<file path="config.mk">
export PLATFORM = sky130hd
export DESIGN_NAME = display_scan_ctrl_flat
export DESIGN_NICKNAME = d
export VERILOG_FILES = /design/src/rtl/display_scan_ctrl_if.sv /design/src/rtl/display_scan_ctrl.sv /design/src/flat_wrapper.sv
export SDC_FILE = /design/constraint.sdc
export NUM_CORES = 1
export LEC_CHECK = 0
export ABC_AREA = 1
export BUFFER_PORTS_ARGS = -buffer_cell sky130_fd_sc_hd__buf_2
export CORE_MARGIN = 2
export CORE_UTILIZATION = 40
export CTS_CLUSTER_DIAMETER = 150
export DETAILED_ROUTE_END_ITERATION = 8
export SKIP_LAST_GASP = 1
export SYNTH_ARGS = -nofsm -noshare
export SYNTH_HDL_FRONTEND = slang
export SYNTH_SLANG_ARGS = --single-unit
export TNS_END_PERCENT = 10
</file>
<file path="constraint.sdc">
create_clock -name clk -period 2.5 [get_ports clk]
set_input_delay 0.25 -clock clk [delete_from_list [all_inputs] [get_ports clk]]
set_output_delay 0.25 -clock clk [all_outputs]
set_load 0.01 [all_outputs]
</file>
<file path="src/rtl/display_scan_ctrl_if.sv">
// Signal bundle between the display scan controller and its neighbours:
// the controls it reads and the pin-level / mux-select signals it drives.
interface display_scan_ctrl_if;
   logic       display_on;
   logic [3:0] blink_en;
   logic [3:0] dp_mask;
   logic [1:0] sel;
   logic [3:0] anode_n;
   logic       dp_n;
   logic       digit_tick;
   logic       blink_phase;

   // Controller side: reads the controls, drives select, anodes and status.
   modport master (
      input  display_on, blink_en, dp_mask,
      output sel, anode_n, dp_n, digit_tick, blink_phase
   );

   // Consumer side: drives the controls, observes the scan outputs.
   modport slave (
      output display_on, blink_en, dp_mask,
      input  sel, anode_n, dp_n, digit_tick, blink_phase
   );
endinterface

</file>
<file path="src/rtl/display_scan_ctrl.sv">
// Time-multiplexing scan controller for a 4-digit common-anode 7-segment
// display: digit select, anti-ghosting dead time, per-digit blink and
// global display enable. All outputs are registered from next-state values
// so that sel, anode_n and dp_n always change on the same edge.
module display_scan_ctrl #(
   parameter int REFRESH_DIV  = 250000,
   parameter int DEAD_CYCLES  = 1000,
   parameter int BLINK_FRAMES = 100
) (
   input  logic                 clk,
   input  logic                 rst_n,
   display_scan_ctrl_if.master  bus
);

   // Dead time is always shorter than a slot, so it shares the prescaler width.
   localparam int PW = $clog2(REFRESH_DIV);
   localparam int FW = (BLINK_FRAMES > 1) ? $clog2(BLINK_FRAMES) : 1;

   logic [PW-1:0] prescaler, prescaler_next;
   logic [PW-1:0] dead_cnt, dead_next;
   logic [FW-1:0] frame_cnt, frame_next;
   logic [1:0]    sel_cnt, sel_next;
   logic          phase, phase_next;
   logic [3:0]    anodes, anodes_next;
   logic          dp, dp_next;
   logic          tick;
   logic          wrap;
   logic          frame_done;
   logic          blank;

   // Next-state and next-output computation for the scan, dead time and blink.
   always_comb begin
      wrap           = (prescaler == PW'(REFRESH_DIV - 1));
      prescaler_next = wrap ? '0 : prescaler + 1'b1;
      sel_next       = wrap ? sel_cnt + 2'd1 : sel_cnt;

      dead_next = dead_cnt;
      if (wrap)
         dead_next = PW'(DEAD_CYCLES);
      else if (dead_cnt != '0)
         dead_next = dead_cnt - 1'b1;

      // Blink phase only moves on the 3->0 boundary, so frames never blink partially.
      frame_done = wrap && (sel_cnt == 2'd3);
      frame_next = frame_cnt;
      phase_next = phase;
      if (frame_done) begin
         if (frame_cnt == FW'(BLINK_FRAMES - 1)) begin
            frame_next = '0;
            phase_next = ~phase;
         end else begin
            frame_next = frame_cnt + 1'b1;
         end
      end

      blank       = !bus.display_on || (dead_next != '0) ||
                    (phase_next && bus.blink_en[sel_next]);
      anodes_next = blank ? 4'b1111 : ~(4'b0001 << sel_next);
      dp_next     = blank ? 1'b1 : ~bus.dp_mask[sel_next];
   end

   // State and output registers with synchronous active-low reset.
   always_ff @(posedge clk) begin
      if (!rst_n) begin
         prescaler <= '0;
         sel_cnt   <= 2'd0;
         dead_cnt  <= '0;
         frame_cnt <= '0;
         phase     <= 1'b0;
         anodes    <= 4'b1111;
         dp        <= 1'b1;
         tick      <= 1'b0;
      end else begin
         prescaler <= prescaler_next;
         sel_cnt   <= sel_next;
         dead_cnt  <= dead_next;
         frame_cnt <= frame_next;
         phase     <= phase_next;
         anodes    <= anodes_next;
         dp        <= dp_next;
         tick      <= wrap;
      end
   end

   assign bus.sel         = sel_cnt;
   assign bus.anode_n     = anodes;
   assign bus.dp_n        = dp;
   assign bus.digit_tick  = tick;
   assign bus.blink_phase = phase;

endmodule

</file>
<file path="src/flat_wrapper.sv">
// flat-port wrapper written by rule: the top's interface ports become plain ports
module display_scan_ctrl_flat 
#(
   parameter int REFRESH_DIV  = 250000,
   parameter int DEAD_CYCLES  = 1000,
   parameter int BLINK_FRAMES = 100
)
  (clk, rst_n, bus_display_on, bus_blink_en, bus_dp_mask, bus_sel, bus_anode_n, bus_dp_n, bus_digit_tick, bus_blink_phase);
  display_scan_ctrl_if bus_i ();
  input  logic clk;
  input  logic rst_n;
  input wire logic [$bits(bus_i.display_on)-1:0] bus_display_on;
  input wire logic [$bits(bus_i.blink_en)-1:0] bus_blink_en;
  input wire logic [$bits(bus_i.dp_mask)-1:0] bus_dp_mask;
  output wire logic [$bits(bus_i.sel)-1:0] bus_sel;
  output wire logic [$bits(bus_i.anode_n)-1:0] bus_anode_n;
  output wire logic [$bits(bus_i.dp_n)-1:0] bus_dp_n;
  output wire logic [$bits(bus_i.digit_tick)-1:0] bus_digit_tick;
  output wire logic [$bits(bus_i.blink_phase)-1:0] bus_blink_phase;
  assign bus_i.display_on = bus_display_on;
  assign bus_i.blink_en = bus_blink_en;
  assign bus_i.dp_mask = bus_dp_mask;
  assign bus_sel = bus_i.sel;
  assign bus_anode_n = bus_i.anode_n;
  assign bus_dp_n = bus_i.dp_n;
  assign bus_digit_tick = bus_i.digit_tick;
  assign bus_blink_phase = bus_i.blink_phase;
  display_scan_ctrl #(.REFRESH_DIV(REFRESH_DIV), .DEAD_CYCLES(DEAD_CYCLES), .BLINK_FRAMES(BLINK_FRAMES)) u_core (.clk(clk), .rst_n(rst_n), .bus(bus_i));
endmodule
</file>
Yosys cells after proc, flatten, opt, wreduce, memory -nomap -nowiden
Index checks and enable logic that the tools add are counted.
- flip-flop bits (word level): 52
- bits in latches: 0
- bits in writable memories: 0
- bits in read-only memories: 0
- input port bits: 11
- output and inout port bits: 9
- logic and storage cells: 40
- memories: 0
- add/subtract/negate cells: 4
- multiply operators: 0
- divide/modulo/power cells: 0
- $lt $le $gt $ge: 1
- eq/ne operators: 3
- shift operators: 1
- mux-type cells: 10
- bitwise logic cells: 4
- reduce and logical (&&, ||, !) cells: 9
- operator list (cell ; number):
    $mux W18 ; 2
    $reduce_bool A18 Y1 ; 2
    $add A18 B1 Y18 const B ; 1
    $eq A18 B18 Y1 const B ; 1
    $sub A18 B1 Y18 const B ; 1
    $add A7 B1 Y7 const B ; 1
    $eq A7 B7 Y1 const B ; 1
    $mux W7 ; 1
    $bmux W1 S2 ; 2
    $mux W1 ; 4
    $not A4 Y4 ; 1
    $reduce_or A2 Y1 ; 2
    $shl A1 B2 Y4 const A ; 1
    $lt A2 B3 Y1 const B ; 1
    $not A1 Y1 ; 3
    $add A2 B1 Y2 const B ; 1
    $eq A2 B2 Y1 const B ; 1
    $logic_and A1 B1 Y1 ; 2
    $logic_or A1 B1 Y1 ; 2
    $mux W2 ; 1
    $logic_not A1 Y1 ; 1

Logic depth before layout (Yosys ltp)
- word-level depth: 7
- mapped depth: 16
- mapped depth without buffers: 16

Worst setup path before layout
Ideal clock, no wire load.
- kind: flip-flop to flip-flop
- start: reg u_core.dead_cnt[0]
- end: reg u_core.anodes[0] (netlist: u_core.bus.anode_n[0])
- library setup time: 123 ps
- arrival: 1635 ps
- data required time: 2377 ps
- setup slack: 741 ps
- stages on the path, launching flop included: 13
- buffers on the path: 1
- period minus slack after synthesis: 1759 ps
- cell sequence: dfxtp_1 > inv_1 > ha_1 > nand2_4 > nor2_8 > nand3_4 > buf_6 > nand3_2 > nand2_1 > nor2_2 > nand3_2 > nor2_4 > nand3_1
- longest elaborated chain between the ends: 7
- elaborated cells between the ends (all ways): 8
- classes of those cells: 1 x add/sub; 2 x mux; 5 x reduce/logical
- RTL lines (item ; RTL line ; source):
    start: declaration ; display_scan_ctrl.sv:20 ; logic [PW-1:0] dead_cnt, dead_next;
    start signal: assignment ; display_scan_ctrl.sv:76 ; dead_cnt <= dead_next;
    $sub A18 B1 Y18 or $reduce_bool A18 Y1 (tied branches) ; display_scan_ctrl.sv:41, display_scan_ctrl.sv:40 ;
    $mux W18 (*) ; display_scan_ctrl.sv:40 ; else if (dead_cnt != '0)
    $mux W18 (*) ; display_scan_ctrl.sv:38 ; if (wrap)
    $reduce_bool A18 Y1 (*) ; display_scan_ctrl.sv:56 ; blank = !bus.display_on || (dead_next != '0) ||
    $logic_or A1 B1 Y1 (*) (2 in series) ; display_scan_ctrl.sv:56 ;
    $reduce_or A2 Y1 (no line) (*) ; -- ;
    end signal: assignment ; display_scan_ctrl.sv:79 ; anodes <= anodes_next;
    end: declaration ; display_scan_ctrl.sv:24 ; logic [3:0] anodes, anodes_next;
Every way passes the cells marked *; elsewhere a longest branch is shown, timed or not.
A chain may end at the register's enable or synchronous reset.

Final worst setup path
- start: reg u_core.prescaler[0]
- end: reg u_core.anodes[0] (netlist: u_core.bus.anode_n[0])
- longest elaborated chain between the ends: 7
- elaborated cells between the ends (all ways): 14
- classes of those cells: 1 x eq/ne; 1 x shift; 5 x mux; 1 x bitwise; 6 x reduce/logical
- RTL lines (item ; RTL line ; source):
    start: declaration ; display_scan_ctrl.sv:19 ; logic [PW-1:0] prescaler, prescaler_next;
    start signal: assignment ; display_scan_ctrl.sv:74 ; prescaler <= prescaler_next;
    $eq A18 B18 Y1 (*) ; display_scan_ctrl.sv:33 ; wrap = (prescaler == PW'(REFRESH_DIV - 1));
    $mux W2 ; display_scan_ctrl.sv:35 ; sel_next = wrap ? sel_cnt + 2'd1 : sel_cnt;
    $bmux W1 S2 ; display_scan_ctrl.sv:57 ; (phase_next && bus.blink_en[sel_next]);
    $mux W1 (implied by the code) ; display_scan_ctrl.sv:57 ;
    $logic_and A1 B1 Y1 ; display_scan_ctrl.sv:57 ;
    $logic_or A1 B1 Y1 ; display_scan_ctrl.sv:56 ;
    $reduce_or A2 Y1 (no line) ; -- ;
Every way passes the cells marked *; elsewhere a longest branch is shown, timed or not. The select of a mux whose other input is x is not followed.

==> flow_summary_export.csv <==
group,metric,value,unit
sta,tightestPinTransition,403.4,ps
floorplanning,core.rowCount,30,
yosys,syn_nets,413,
sta,setup_tns,0,ps
sta,fin_skew,2.616,ps
power_and_ir_drop,ir_drop,0.3625,mV
setup_path,cp_max_fo,12,
power_and_ir_drop,leakage,1.361,nW
sta,fmax,0.4690,GHz
sta,setup_violations,0,
setup_path,crit_arrival,2330,ps
floorplanning,dieHeight,87.58,um
clocking,ctsLongestPathBuffers,2,
floorplanning,die_area,7669,sq um
floorplanning,core_area,6794,sq um
place,numPortBuffers,19,
yosys,yosys_warnings,0,
place,gp_congestion,0.8087,
clocking,post_cts_buffers,0,
global_route,antenna_found_initial,0,
detailed_routing,viasPerCell,4.712,
yosys,ys.flop_type,"dfxtp_1",
sta,final_max_slew_viol_count,0,
sta,fin_crit,2132,ps
yosys,yosysSeqAreaShare,0.3726,
clocking,cts.sinks,52,
run,maxCapViolCount,0,
finish,n_antenna_cell,0,
clocking,h-tree-depth,2,
finish,syn_to_final_growth,10.79,%
finish,fill_cells,725,
setup_path,worst_setup_path_end_kind,"flip-flop",
yosys,synth_cell_types,38,
finish,final_common_cell,"nand2_1",
power_and_ir_drop,power_density,1036,nW/um^2
yosys,syn_area,2794,sq um
global_route,grt_pass1_wl,9929,um
worst_hold_path,hold_path.class,"in2reg",
sta,min_period_over_period,0.8529,
outcome,outcome,"finished clean",
setup_path,startpoint_type,"flip-flop",
detailed_routing,drc,0,
clocking,cts_root_buf,"clkbuf_8",
detailed_routing,drtPass1Iterations,4,
finish,mostFrequentLayoutCells,"83 x nand2_1, 66 x nor2_1, 52 x dfxtp_1, 46 x inv_1, 26 x nand3_1",
detailed_routing,postRouteAntennaNets,0,
setup_path,worstSetupPathType,"reg2reg",
floorplanning,die_x,87.58,um
setup_path,cp.required,2700,ps
clocking,cts_tree,"done",
yosys,async_flop_share,0,
finish,layout-drive-gt1-share,0.1686,
clocking,cts_hold_buf,0,
detailed_routing,initialDrtViolationCount,86,
floorplanning,start_util,0.4112,
clocking,cts-resized-gates,0,
clocking,clock_latency,310,ps
sta,grt_setup_unrepaired,"false",
global_route,grt_max_degree,24,
detailed_routing,routedWlPerCell,11.11,um
global_route,grt_pass1_vias,2321,
clocking,clkTransAtPathRegs,90,ps
yosys,syn_inst,398,
sta,slew_headroom,0.7286,
detailed_routing,drt_wl_total,5744,um
yosys,synth.avg_cell_area,7.020,sq um
detailed_routing,vias,2436,
place,dp_hpwl,4517,um
floorplanning,ios,20,
global_route,grt-ovfl-total,0,
finish,nNetsFinal,435,
yosys,synth-seq-cells,52,
global_route,grt_use_total,0.1616,
sta,hold_viol_final,0,
finish,final_core_util,0.4556,
clocking,cts_buffers,5,
yosys,synth_edf_count,0,
[state kept, by name (all words and copies together), names as in the netlist]
| name | cells |
|---|---|
| u_core.bus.anode_n | 4 |
| u_core.bus.blink_phase | 1 |
| u_core.bus.digit_tick | 1 |
| u_core.bus.dp_n | 1 |
| u_core.bus.sel | 2 |
| u_core.dead_cnt | 18 |
| u_core.frame_cnt | 7 |
| u_core.prescaler | 18 |
[cells in the mapped netlist, types with 2 or more instances]
| master | number | area share |
|---|---|---|
| inv_2 | 7 | 0.0094 |
| nor3_1 | 14 | 0.025 |
| a31oi_1 | 2 | 0.0045 |
| nor3_2 | 3 | 0.011 |
| ha_1 | 4 | 0.018 |
| inv_1 | 46 | 0.062 |
| nand4_1 | 6 | 0.013 |
| nand2_2 | 5 | 0.011 |
| nand3_1 | 26 | 0.047 |
| xor2_1 | 15 | 0.047 |
| buf_2 | 2 | 0.0036 |
| nor2_4 | 3 | 0.012 |
| nand3_2 | 10 | 0.036 |
| nor2_1 | 66 | 0.089 |
| nand2_1 | 83 | 0.11 |
| o21ai_2 | 3 | 0.0094 |
| or2_2 | 3 | 0.0067 |
| nor4_1 | 6 | 0.013 |
| o21ai_0 | 6 | 0.011 |
| dfxtp_1 | 52 | 0.37 |
| nor2_2 | 5 | 0.011 |
| a21oi_1 | 15 | 0.027 |
[worst paths after layout]
kind	from	endpoint	slack, ps	cells past startpoint
setup / recovery	u_core.prescaler[0]	u_core.bus.anode_n[0]	370	14
hold / removal	rst_n	u_core.frame_cnt[1]	220	3
setup reg to reg	u_core.prescaler[0]	u_core.bus.anode_n[0]	370	14
hold reg to reg	u_core.prescaler[0]	u_core.prescaler[0]	450	1
[critical path: stages (launching register included)]
cell     delay [ps]
dfxtp_1         360
ha_1            170
nand2_1          60
inv_2            70
nand2_2          70
nor2_1          150
nand3_2         260
o21ai_2         320
inv_1           100
nand2_1          70
nand2_1          40
nand2_1          60
nand2_1          80
nor2_4          130
nand3_1          80
[cell type report]
class                   instances  area [sq um]  share of cell area
multi-input cells             287          1516              0.4899
inverters                      54         203.9             0.06589
repair buffers                 20         102.6             0.03314
clock buffers                   6         72.57             0.02344
clock inverters                 2         38.79             0.01253
well taps                      96         120.1             0.03880
flip-flops and latches         52          1041              0.3363
[layer usage]
metal,GRT usage,wire [um],vias to the layer above
met3,0.03393,108,5
met5,0,0,-
met2,0.2782,2854,15
met4,0.05175,61,0
li1,-,-,1313
met1,0.2022,2721,1103
[where the power goes]
group / switching (W) / total, W / leakage, nW / internal (W)
logic: 0.00103 / 0.00155 / 0.883 / 0.000525
registers: 0.000112 / 0.00107 / 0.422 / 0.000953
clock network: 0.000283 / 0.000586 / 0.0558 / 0.000303
total: 0.00143 / 0.00321 / 1.36 / 0.00178
[cells by family after synthesis]
kind of cell               share of synthesized area
AOI/OAI and AO/OA                            0.06404
and+or+nand+nor                               0.4138
xor gates and xnor gates                     0.04702
adders and majority gates                    0.01791
buffers and inverters                        0.08464
DFF                                           0.3726
[stage by stage]
step	instances	total power [W]	hold slack (ps)	instance area [sq um]	setup WS, ps
after global routing	517	0.003513	209.9	3095	130.6
after global placement	509	0.002637	432.3	2984	446.0
after detailed placement	509	0.002653	438.6	2984	349.5
after floorplan	398	0.002349	388.4	2794	741.3
after CTS	517	0.003244	208.6	3095	340.7
final	517	0.003206	215.9	3095	367.8
Power figures use the tool's default switching activity.
